### src/rtl/score_keeper_pkg.sv
// Shared game-state encodings for the score keeper and its neighbours
// (ball physics reuses the side encoding for serve direction).
package score_keeper_pkg;

    typedef enum logic [1:0] {
        IDLE      = 2'd0,
        PLAY      = 2'd1,
        HOLD      = 2'd2,
        GAME_OVER = 2'd3
    } state_t;

    localparam logic SIDE_LEFT  = 1'b0;
    localparam logic SIDE_RIGHT = 1'b1;

endpackage

### src/rtl/score_keeper_frame_counter.sv
// Loadable down-counter advanced by frame ticks; saturates at zero.
// Used to time the post-goal hold period in whole frames.
module score_keeper_frame_counter #(
    parameter int W = 8
) (
    input  logic         clk,
    input  logic         reset,
    input  logic         load,
    input  logic [W-1:0] load_val,
    input  logic         tick,
    output logic         zero
);

    logic [W-1:0] count_q;
    logic [W-1:0] count_d;

    always_comb begin
        count_d = count_q;
        if (load) begin
            count_d = load_val;
        end else if (tick && (count_q != '0)) begin
            count_d = count_q - 1'b1;
        end
    end

    always_ff @(posedge clk) begin
        if (reset) begin
            count_q <= '0;
        end else begin
            count_q <= count_d;
        end
    end

    assign zero = (count_q == '0);

endmodule

### src/rtl/score_keeper.sv
// Game-state sequencer: detects goals once per frame, keeps both scores,
// freezes play for a fixed number of frames after a goal and declares a winner.
module score_keeper
    import score_keeper_pkg::*;
#(
    parameter logic [9:0] LEFT_GOAL   = 10'd8,
    parameter logic [9:0] RIGHT_GOAL  = 10'd631,
    parameter logic [3:0] WIN_SCORE   = 4'd9,
    parameter logic [7:0] HOLD_FRAMES = 8'd60
) (
    input  logic       clk,
    input  logic       reset,
    input  logic       frame_tick,
    input  logic [9:0] ball_col,
    input  logic       start,
    output logic [3:0] score_left,
    output logic [3:0] score_right,
    output logic       ball_reset,
    output logic       serve_dir,
    output logic       game_over,
    output logic       winner,
    output state_t     dbg_state
);

    localparam logic [7:0] HOLD_LOAD = HOLD_FRAMES - 8'd1;

    state_t     state_q;
    logic [3:0] score_left_q;
    logic [3:0] score_right_q;
    logic       ball_reset_q;
    logic       serve_dir_q;
    logic       game_over_q;
    logic       winner_q;

    logic [3:0] score_left_d;
    logic [3:0] score_right_d;
    logic       goal_for_left;
    logic       goal_for_right;
    logic       hold_load;
    logic       hold_tick;
    logic       hold_zero;

    // Ball past the left wall scores for the right player and vice versa.
    assign goal_for_right = (ball_col <= LEFT_GOAL);
    assign goal_for_left  = (ball_col >= RIGHT_GOAL);
    assign score_left_d   = score_left_q + 4'd1;
    assign score_right_d  = score_right_q + 4'd1;

    assign hold_load = (state_q == PLAY) && frame_tick && (goal_for_left || goal_for_right);
    assign hold_tick = (state_q == HOLD) && frame_tick;

    score_keeper_frame_counter #(
        .W(8)
    ) u_hold_counter (
        .clk      (clk),
        .reset    (reset),
        .load     (hold_load),
        .load_val (HOLD_LOAD),
        .tick     (hold_tick),
        .zero     (hold_zero)
    );

    always_ff @(posedge clk) begin
        if (reset) begin
            state_q       <= IDLE;
            score_left_q  <= 4'd0;
            score_right_q <= 4'd0;
            ball_reset_q  <= 1'b1;
            serve_dir_q   <= SIDE_LEFT;
            game_over_q   <= 1'b0;
            winner_q      <= SIDE_LEFT;
        end else begin
            case (state_q)
                IDLE: begin
                    ball_reset_q <= 1'b1;
                    if (start) begin
                        state_q      <= PLAY;
                        ball_reset_q <= 1'b0;
                    end
                end
                PLAY: begin
                    if (frame_tick && goal_for_right) begin
                        score_right_q <= score_right_d;
                        serve_dir_q   <= SIDE_LEFT;
                        ball_reset_q  <= 1'b1;
                        if (score_right_d == WIN_SCORE) begin
                            state_q     <= GAME_OVER;
                            game_over_q <= 1'b1;
                            winner_q    <= SIDE_RIGHT;
                        end else begin
                            state_q <= HOLD;
                        end
                    end else if (frame_tick && goal_for_left) begin
                        score_left_q <= score_left_d;
                        serve_dir_q  <= SIDE_RIGHT;
                        ball_reset_q <= 1'b1;
                        if (score_left_d == WIN_SCORE) begin
                            state_q     <= GAME_OVER;
                            game_over_q <= 1'b1;
                            winner_q    <= SIDE_LEFT;
                        end else begin
                            state_q <= HOLD;
                        end
                    end
                end
                HOLD: begin
                    // Counter was loaded with HOLD_FRAMES-1, so the tick seen at zero is the last one.
                    if (frame_tick && hold_zero) begin
                        state_q      <= PLAY;
                        ball_reset_q <= 1'b0;
                    end
                end
                GAME_OVER: begin
                    game_over_q  <= 1'b1;
                    ball_reset_q <= 1'b1;
                    if (start) begin
                        state_q       <= PLAY;
                        score_left_q  <= 4'd0;
                        score_right_q <= 4'd0;
                        game_over_q   <= 1'b0;
                        ball_reset_q  <= 1'b0;
                    end
                end
                default: state_q <= IDLE;
            endcase
        end
    end

    assign score_left  = score_left_q;
    assign score_right = score_right_q;
    assign ball_reset  = ball_reset_q;
    assign serve_dir   = serve_dir_q;
    assign game_over   = game_over_q;
    assign winner      = winner_q;
    assign dbg_state   = state_q;

endmodule
### config.mk
export PLATFORM = sky130hd
export DESIGN_NAME = score_keeper
export DESIGN_NICKNAME = d
export VERILOG_FILES = /design/src/rtl/score_keeper_pkg.sv /design/src/rtl/score_keeper_frame_counter.sv /design/src/rtl/score_keeper.sv
export SDC_FILE = /design/constraint.sdc
export NUM_CORES = 1
export LEC_CHECK = 0
export BUFFER_PORTS_ARGS = -buffer_cell sky130_fd_sc_hd__buf_4
export CORE_ASPECT_RATIO = 1.1
export CORE_UTILIZATION = 55
export CTS_BUF_LIST = sky130_fd_sc_hd__clkbuf_4 sky130_fd_sc_hd__clkbuf_8
export CTS_CLUSTER_SIZE = 14
export DETAILED_ROUTE_END_ITERATION = 7
export MAX_ROUTING_LAYER = met4
export PLACE_DENSITY_LB_ADDON = 0.25
export SYNTH_ARGS = -nofsm -noshare
export SYNTH_HDL_FRONTEND = slang
export SYNTH_SLANG_ARGS = --single-unit
### constraint.sdc
create_clock -name clk -period 4.1 [get_ports clk]
set_clock_uncertainty 0.05 [all_clocks]
set_input_delay 0.615 -clock clk [delete_from_list [all_inputs] [get_ports clk]]
set_output_delay 0.615 -clock clk [all_outputs]
set_load 0.005 [all_outputs]
==> impl_metrics.tcl, run 1 <==
set metrics [dict create \
    status "finished clean" \
    grt_overflow 0 \
    timing.critical_path.cells "inv_1 > ha_1 > inv_1 > nor2_1 > a21oi_1 > o21bai_1 > o211a_1" \
    ir_drop_mv 0.4405 \
    grt_first_pass_wirelength_mm 5.478 \
    busiest_layer "met2" \
    cts_setup_buffers 0 \
    core_sq_um 2320 \
    num_io_pins 28 \
    use_met3_pct 3.889 \
    timing.setup.tns_ns 0 \
    ys_seq_elements 22 \
    required_ns 4.32 \
    path_clk_slew_ns 0.12 \
    die_width_um 50 \
    syn_inst 169 \
    p_per_area_nw_per_um2 410.5 \
    yosysTopAreaCellShare_pct 31.60 \
    cts_resized 0 \
    synthMuxAreaShare_pct 3.142 \
    portBuffers 27 \
    netlist_area_sq_um 1394 \
    synth_compound_area_share_pct 23.97 \
    synth_simple_gate_area_share_pct 23.34 \
    timing.slew.headroom_pct 55.18 \
    slowest_stage "ha_1" \
    cts_max_path_buffers 2 \
    routabilityCongestion 0.8861 \
    route.detailed.drc 0 \
    cts.sink_count 22 \
    syn2layout_area_growth_pct 17.50 \
    cts_hold_buf 0 \
    synthAdderAreaFrac_pct 8.079 \
    power_leakage_nw 0.6557 \
    dieHeight_um 54.80 \
    hold_violations 0 \
    num_antenna_cells 0 \
    start_util_pct 60.09 \
    grt_pass1_vias 1327 \
    cts.htree.levels 1 \
    nets 219 \
    wire_per_inst_um 14.66 \
    critPathLaunch "dbg_state[1]" \
    synth_fp_nets 192 \
    cts-root-buf "clkbuf_4" \
    hpwl_mm 2.460 \
    grtUsageTotal_pct 27.36 \
    critPathLaunchType "flip-flop" \
    yosysSeqAreaShare_pct 31.60 \
    ant_nets 0 \
    max_cap_violations 0 \
    cts_made_buffers 3 \
    clock_latency_ns 0.32 \
    tightest_slew_ns 0.6722 \
    slowest_delay_ns 0.61 \
    grt_max_degree 23 \
    crit_path_frequent_cell "inv_1" \
    synth_flop_cell "dfxtp_1" \
    reg2reg_from "dbg_state[1]" \
    period_needed_ns 2.363 \
    setup_viol 0 \
    synth_top_cell_by_area "dfxtp_1" \
    fin_crit_sh_pct 57.64 \
    std_cell_rows 18 \
    place_area_sq_um 1615 \
    drive_above_1_share_pct 21.65 \
    cp_max_fo 20 \
    synth_edf_count 0 \
    hold_path.class "flip-flop to flip-flop" \
    synth_area_per_cell_sq_um 8.248 \
    stdcell_area_sq_um 1638 \
    wl_mm 3.283 \
    crit_type "flip-flop to flip-flop" \
    synthXorXnorAreaFrac_pct 5.027 \
    rsz0062_at_grt "false" \
    cp.arrival_ns 2.59 \
    firstDrtPassIters 4 \
    dieArea_sq_um 2740 \
    synth_cell_types 43 \
    cts_tree "yes" \
    met2_usage_pct 50.89 \
    async_flop_share_pct 0 \
    crit_path_end_kind "flip-flop" \
    hp-start "serve_dir" \
    grtUsageMet1_pct 27.69 \
    synthTopCellsByArea "dfxtp_1, ha_1, a21oi_1" \
    antenna_found_initial 0 \
    dr.first_iter.drc_count 29 \
    synth_top_family_by_area "compound AO/OA/AOI/OAI gates" \
    maxSlewViolCount 0 \
    vias 1353 \
    max_freq_ghz 0.4232 \
    yosys_warnings 0 \
    vias_per_cell 6.040 \
]
==> cell usage after synthesis (2+ instances only) <==
| master | count |
|---|---|
| nor3_1 | 9 |
| ha_1 | 9 |
| nor4b_1 | 2 |
| mux2_2 | 3 |
| a31oi_1 | 6 |
| and2_1 | 3 |
| dfxtp_1 | 22 |
| a22oi_1 | 2 |
| a21oi_1 | 17 |
| and3_1 | 4 |
| or4_4 | 2 |
| xnor2_1 | 7 |
| clkbuf_1 | 5 |
| nand3_1 | 6 |
| a2bb2oi_1 | 2 |
| o31ai_1 | 2 |
| inv_1 | 13 |
| o21ai_0 | 7 |
| nand2_1 | 7 |
| nand4_1 | 4 |
| nor2_1 | 15 |
==> power by group <==
part | leakage [nW] | internal, W | total, W | switching, W
Clock | 0.0138 | 0.0000345 | 0.000102 | 0.0000679
Sequential | 0.178 | 0.000243 | 0.000273 | 0.0000292
Combinational | 0.463 | 0.000135 | 0.000297 | 0.000162
==> state kept, by name, summed over array words and instances, names as in the netlist <==
signal / flops
dbg_state: 2
u_hold_counter.count_q: 8
ball_reset: 1
score_right: 4
serve_dir: 1
score_left: 4
game_over: 1
winner: 1
==> cells in the final DEF, fill, tap and decap left out, drive strengths merged, types with 2 or more instances in the layout <==
cell type / n
and3: 4
mux2: 3
or4: 3
inv: 13
buf: 27
a21oi: 17
ha: 9
nor2: 15
nand3: 6
dfxtp: 22
o21ai: 7
nand2: 7
clkbuf: 3
xnor2: 7
a2bb2oi: 2
a22oi: 2
and2: 3
nor4b: 2
o31ai: 2
nand4: 4
a211oi: 2
a31oi: 6
nor3: 9
==> worst paths after layout <==
kind	endpoint	slack, ns	depth (start not counted)
setup / recovery	winner	1.74	7
hold / removal	serve_dir	0.42	2
setup reg to reg	winner	1.74	7
hold reg to reg	serve_dir	0.42	2
==> per-stage QoR <==
step                       power, W  utilization, %  instances  setup slack (ns)  hold WS (ns)
after floorplan           0.0004848               -        169             1.994        0.4004
after global placement    0.0005556           69.63        221             1.745        0.3975
after detailed placement  0.0005716           69.63        221             1.652        0.4061
after CTS                 0.0006767           70.60        224             1.781        0.4246
after global routing      0.0007145           70.60        224             1.559        0.4419
final                     0.0006723           70.60        224             1.737        0.4249
==> kinds of logic after synthesis <==
kind of cell    Yosys count
compound gates           48
xor+xnor                  8
fa+ha+maj                 9
buf+inv                  18
simple gates             60
flops                    22
mux                       4
==> metal layers <==
metal / vias to the layer above / part of all wire, %
met4: 0 / 2.2
met5: - / 0
met1: 643 / 40
met3: 9 / 3.6
li1: 665 / -
met2: 36 / 54
==> area by class of cell <==
cell class	count	area, sq um
Clock buffer	3	22.52
Fill cell	204	681.9
Inverter	13	48.80
Multi-Input combinational cell	129	885.9
Sequential cell	22	440.4
Tap cell	30	37.54
Timing Repair Buffer	27	202.7
==> critical path: cells and delay by family (launching register included) <==
family,cells,cell delay (ns)
DFF,1,0.37
and+or+nand+nor,1,0.30
buffers and inverters,2,0.40
AOI/OAI and AO/OA,3,0.58
adders and majority gates,1,0.61
Power figures use the tool's default switching activity.
==> inputs of run 2 (changes only) <==
==> constraint.sdc (replaced) <==
create_clock -name clk -period 2.23 [get_ports clk]
set_clock_uncertainty 0.05 [all_clocks]
set_input_delay 0.3345 -clock clk [delete_from_list [all_inputs] [get_ports clk]]
set_output_delay 0.3345 -clock clk [all_outputs]
set_load 0.005 [all_outputs]
==> impl_metrics.tcl, run 2 (synthesis gave the netlist of run 1 again) <==
set metrics [dict create \
    status "finished clean" \
    slowest_stage "or4_4" \
    critPathLaunchType "flip-flop" \
    wire_per_inst_um 14.92 \
    setup_viol 0 \
    wl_mm 3.401 \
    syn2layout_area_growth_pct 21.27 \
    final_cell_mix "buf_4, dfxtp_1, a21oi_1" \
    timing.critical_path.cells "inv_1 > ha_1 > or2b_2 > o311ai_4 > or4_4 > nor3_1 > xnor2_1 > a21oi_1" \
    p_per_area_nw_per_um2 821.7 \
    largest_register "u_hold_counter.count_q" \
    num_io_pins 28 \
    hold_path.class "input port to flip-flop" \
    cts-root-buf "clkbuf_4" \
    largest_register_ffs 8 \
    p_sw_share_pct 36.02 \
    ant_nets 0 \
    final_common_cell "buf_4" \
    drive_above_1_share_pct 23.23 \
    dieHeight_um 54.80 \
    cts_setup_buffers 0 \
    dieArea_sq_um 2740 \
    cp_max_fo 7 \
    intPower_w 0.0008887 \
    cts_hold_buf 0 \
    route.detailed.drc 0 \
    max_cap_violations 0 \
    path_buf_inv 1 \
    timing.setup.tns_ns 0 \
    cts.sink_count 22 \
    grt_overflow 0 \
    crit_type "flip-flop to flip-flop" \
    fin_crit_sh_pct 90.47 \
    required_ns 2.39 \
    path_clk_slew_ns 0.14 \
    p_seq_share_pct 36.2 \
    start_util_pct 60.09 \
    max_freq_ghz 0.4957 \
    cts_max_path_buffers 2 \
    std_cell_rows 18 \
    cts_tree "yes" \
    vias 1381 \
    rsz0062_at_grt "false" \
    clock_latency_ns 0.32 \
    hold_violations 0 \
    cp.arrival_ns 2.18 \
    maxSlewViolCount 0 \
    stdcell_area_sq_um 1690 \
    crit_family "simple AND/OR/NAND/NOR gates" \
    tightest_slew_ns 0.5290 \
    antenna_found_initial 0 \
    p_sw_w 0.0005004 \
    portBuffers 27 \
    ir_drop_mv 0.6580 \
    routabilityCongestion 0.9250 \
    grt_max_degree 23 \
    dr.first_iter.drc_count 50 \
    period_needed_ns 2.017 \
    core_sq_um 2320 \
    power_frac_comb_pct 40.7 \
    timing.slew.headroom_pct 64.74 \
    vias_per_cell 6.057 \
    cts.htree.levels 1 \
    clockPowerShare_pct 23.1 \
    crit_path_end_kind "flip-flop" \
    cts_made_buffers 3 \
    place_area_sq_um 1638 \
    firstDrtPassIters 4 \
    grtUsageTotal_pct 29.08 \
    grt_pass1_vias 1313 \
    power_leakage_nw 0.6846 \
    cts_resized 0 \
    nets 222 \
    slowest_delay_ns 0.47 \
    hpwl_mm 2.561 \
    num_antenna_cells 0 \
    die_width_um 50 \
    grt_first_pass_wirelength_mm 5.761 \
]
-- run 2: cell count changes in the layout (fill, tap and decap cells not counted) --
cell,previous run,this run
buf_4,27,30
bufinv_16,0,1
-- run 2: metal layers --
layer  track usage, %  wire (um)
met5                -          0
met4            15.24         86
met3            3.611        104
met2            52.00       1791
met1            32.01       1418
-- run 2: worst reg2reg max path, delay by kind of cell (launching register included) --
family / cells / cell delay (ns)
fa+ha+maj: 1 / 0.20
buf+inv: 1 / 0.07
xor+xnor: 1 / 0.14
simple gates: 3 / 0.87
flops: 1 / 0.37
compound gates: 2 / 0.21
-- run 2: final cells by class --
| type | instances | area, sq um |
|---|---|---|
| Clock buffer | 3 | 22.52 |
| Clock inverter | 1 | 30.03 |
| Fill cell | 191 | 629.4 |
| Inverter | 13 | 48.80 |
| Multi-Input combinational cell | 129 | 885.9 |
| Sequential cell | 22 | 440.4 |
| Tap cell | 30 | 37.54 |
| Timing Repair Buffer | 30 | 225.2 |
-- run 2: stage by stage --
stage          hold slack [ns]  worst slack [ns]  utilization (%)  instances   power, W
2_1_floorplan           0.4004            0.3469                -        169  0.0008914
3_3_place_gp            0.4066            0.2579            70.60        224   0.001036
3_5_place_dp            0.4167            0.2204            70.60        224   0.001067
4_1_cts                 0.2892            0.1970            72.87        228   0.001383
5_1_grt                 0.3025           0.06411            72.87        228   0.001458
6_report                0.2929            0.2126            72.87        228   0.001389
-- run 2: final timing paths --
kind / startpoint / to / slack [ns] / cells past startpoint
max: u_hold_counter.count_q[0] / u_hold_counter.count_q[5] / 0.21 / 8
min: reset / score_left[1] / 0.29 / 2
max reg2reg: u_hold_counter.count_q[0] / u_hold_counter.count_q[5] / 0.21 / 8
min reg2reg: serve_dir / serve_dir / 0.44 / 2
-- run 2: power by group through the flow --
stage               clock network (W)  logic (W)  registers (W)
floorplan                           0   0.000389       0.000502
global placement                    0   0.000531       0.000505
detailed placement                  0   0.000556       0.000511
CTS                          0.000320   0.000562       0.000501
global route                 0.000332   0.000614       0.000511
finish                       0.000321   0.000565       0.000503
==> inputs of run 3 (changes only) <==
--- a/config.mk
+++ b/config.mk
@@ -12,7 +12,7 @@
 export CTS_CLUSTER_SIZE = 14
 export DETAILED_ROUTE_END_ITERATION = 7
 export MAX_ROUTING_LAYER = met4
-export PLACE_DENSITY_LB_ADDON = 0.25
+export PLACE_DENSITY = 0.8
 export SYNTH_ARGS = -nofsm -noshare
 export SYNTH_HDL_FRONTEND = slang
 export SYNTH_SLANG_ARGS = --single-unit
==> impl_metrics.tcl, run 3 (synthesis gave the netlist of run 1 again) <==
set metrics [dict create \
    final_common_cell "buf_4" \
    portBuffers 27 \
    critPathLaunchType "flip-flop" \
    slowest_delay_ns 0.46 \
    p_seq_share_pct 38.6 \
    vias_per_cell 5.848 \
    crit_family "simple AND/OR/NAND/NOR gates" \
    timing.setup.tns_ns 0 \
    die_width_um 50 \
    maxSlewViolCount 0 \
    grtUsageTotal_pct 26.88 \
    std_cell_rows 18 \
    fillCellCount 190 \
    dp_slack_ns 0.2148 \
    num_antenna_cells 0 \
    max_cap_violations 0 \
    intPower_w 0.0008100 \
    wl_mm 3.314 \
    grtUsageMet1_pct 28.71 \
    grt_pass1_vias 1222 \
    cts.sink_count 22 \
    setup_ws_ns 0.2212 \
    crit_type "flip-flop to flip-flop" \
    tightest_slew_ns 0.5490 \
    met2_usage_pct 49.56 \
    register_area_sq_um 440.4 \
    cts_tree "yes" \
    cts_resized 0 \
    grt_max_degree 23 \
    drive_above_1_share_pct 24.00 \
    dieArea_sq_um 2740 \
    ant_nets 0 \
    grt_overflow 0 \
    cp_max_fo 4 \
    vias 1345 \
    syn2layout_area_growth_pct 21.18 \
    cts_hold_buf 0 \
    power_frac_comb_pct 43.7 \
    hold_violations 0 \
    multi_input_area_sq_um 885.9 \
    cp.arrival_ns 2.16 \
    power_leakage_nw 0.6862 \
    rsz0062_at_grt "false" \
    final_core_util_pct 72.82 \
    reg2reg_slack_ns 0.22 \
    busiest_layer "met2" \
    cts_made_buffers 3 \
    path_buf_inv 1 \
    cts.htree.levels 1 \
    dieHeight_um 54.80 \
    nets 224 \
    path_clk_slew_ns 0.13 \
    fin_crit_sh_pct 90.08 \
    cts_max_path_buffers 2 \
    p_sw_share_pct 37.52 \
    route.detailed.drc 0 \
    routabilityCongestion 0.8157 \
    p_sw_w 0.0004864 \
    clock_latency_ns 0.33 \
    core_sq_um 2320 \
    use_met3_pct 4.444 \
    largest_register "u_hold_counter.count_q" \
    hold_slack_ns 0.2842 \
    hpwl_mm 2.529 \
    final_cell_mix "buf_4, dfxtp_1, a21oi_1" \
    required_ns 2.39 \
    slowest_stage "or4_4" \
    antenna_found_initial 0 \
    timing.slew.headroom_pct 63.40 \
    cts_setup_buffers 0 \
    p_per_area_nw_per_um2 767.5 \
    firstDrtPassIters 4 \
    hold_path.class "input port to flip-flop" \
    clockPowerShare_pct 17.7 \
    num_io_pins 28 \
    period_needed_ns 2.009 \
    start_util_pct 60.09 \
    dr.first_iter.drc_count 28 \
    cts-root-buf "clkbuf_4" \
    ir_drop_mv 0.6873 \
    crit_path_end_kind "flip-flop" \
    status "finished clean" \
    wire_per_inst_um 14.41 \
    grt_first_pass_wirelength_mm 5.271 \
    setup_viol 0 \
    largest_register_ffs 8 \
    max_freq_ghz 0.4978 \
    timing.critical_path.cells "inv_1 > ha_1 > or2b_2 > o311ai_4 > or4_4 > nor3_1 > xnor2_1 > a21oi_1" \
]
[run 3: metrics by stage]
step	std cells	cell area, sq um	power [W]
after floorplan	169	1394	0.0008914
after global placement	226	1653	0.001042
after CTS	230	1689	0.001292
after global routing	230	1689	0.001370
after detailed placement	226	1653	0.001066
final	230	1689	0.001296
[run 3: worst paths after layout]
check,from,end,cells after the start
worst max-delay path,u_hold_counter.count_q[0],u_hold_counter.count_q[5],8
worst min-delay path,reset,dbg_state[0],2
worst max register to register,u_hold_counter.count_q[0],u_hold_counter.count_q[5],8
worst min register to register,serve_dir,serve_dir,2
[run 3: power groups by stage]
stage                     sequential (W)  combinational [W]  clock [W]
after floorplan                 0.000502           0.000389          0
after global placement          0.000506           0.000536          0
after detailed placement        0.000509           0.000557          0
after CTS                       0.000499           0.000561   0.000232
after global routing            0.000508           0.000619   0.000244
final                           0.000500           0.000567   0.000230
[run 3: routing by layer]
metal	vias up	part of all wire (%)
met1	631	43
met3	5	3.5
met4	0	1.2
met5	-	0
li1	677	-
met2	32	52
[run 3: layout make-up]
type / count / share of cell area [%]
Multi-Input combinational cell: 129 / 52.44
Tap cell: 30 / 2.222
Inverter: 13 / 2.889
Timing Repair Buffer: 32 / 14.22
Sequential cell: 22 / 26.07
Clock buffer: 4 / 2.148
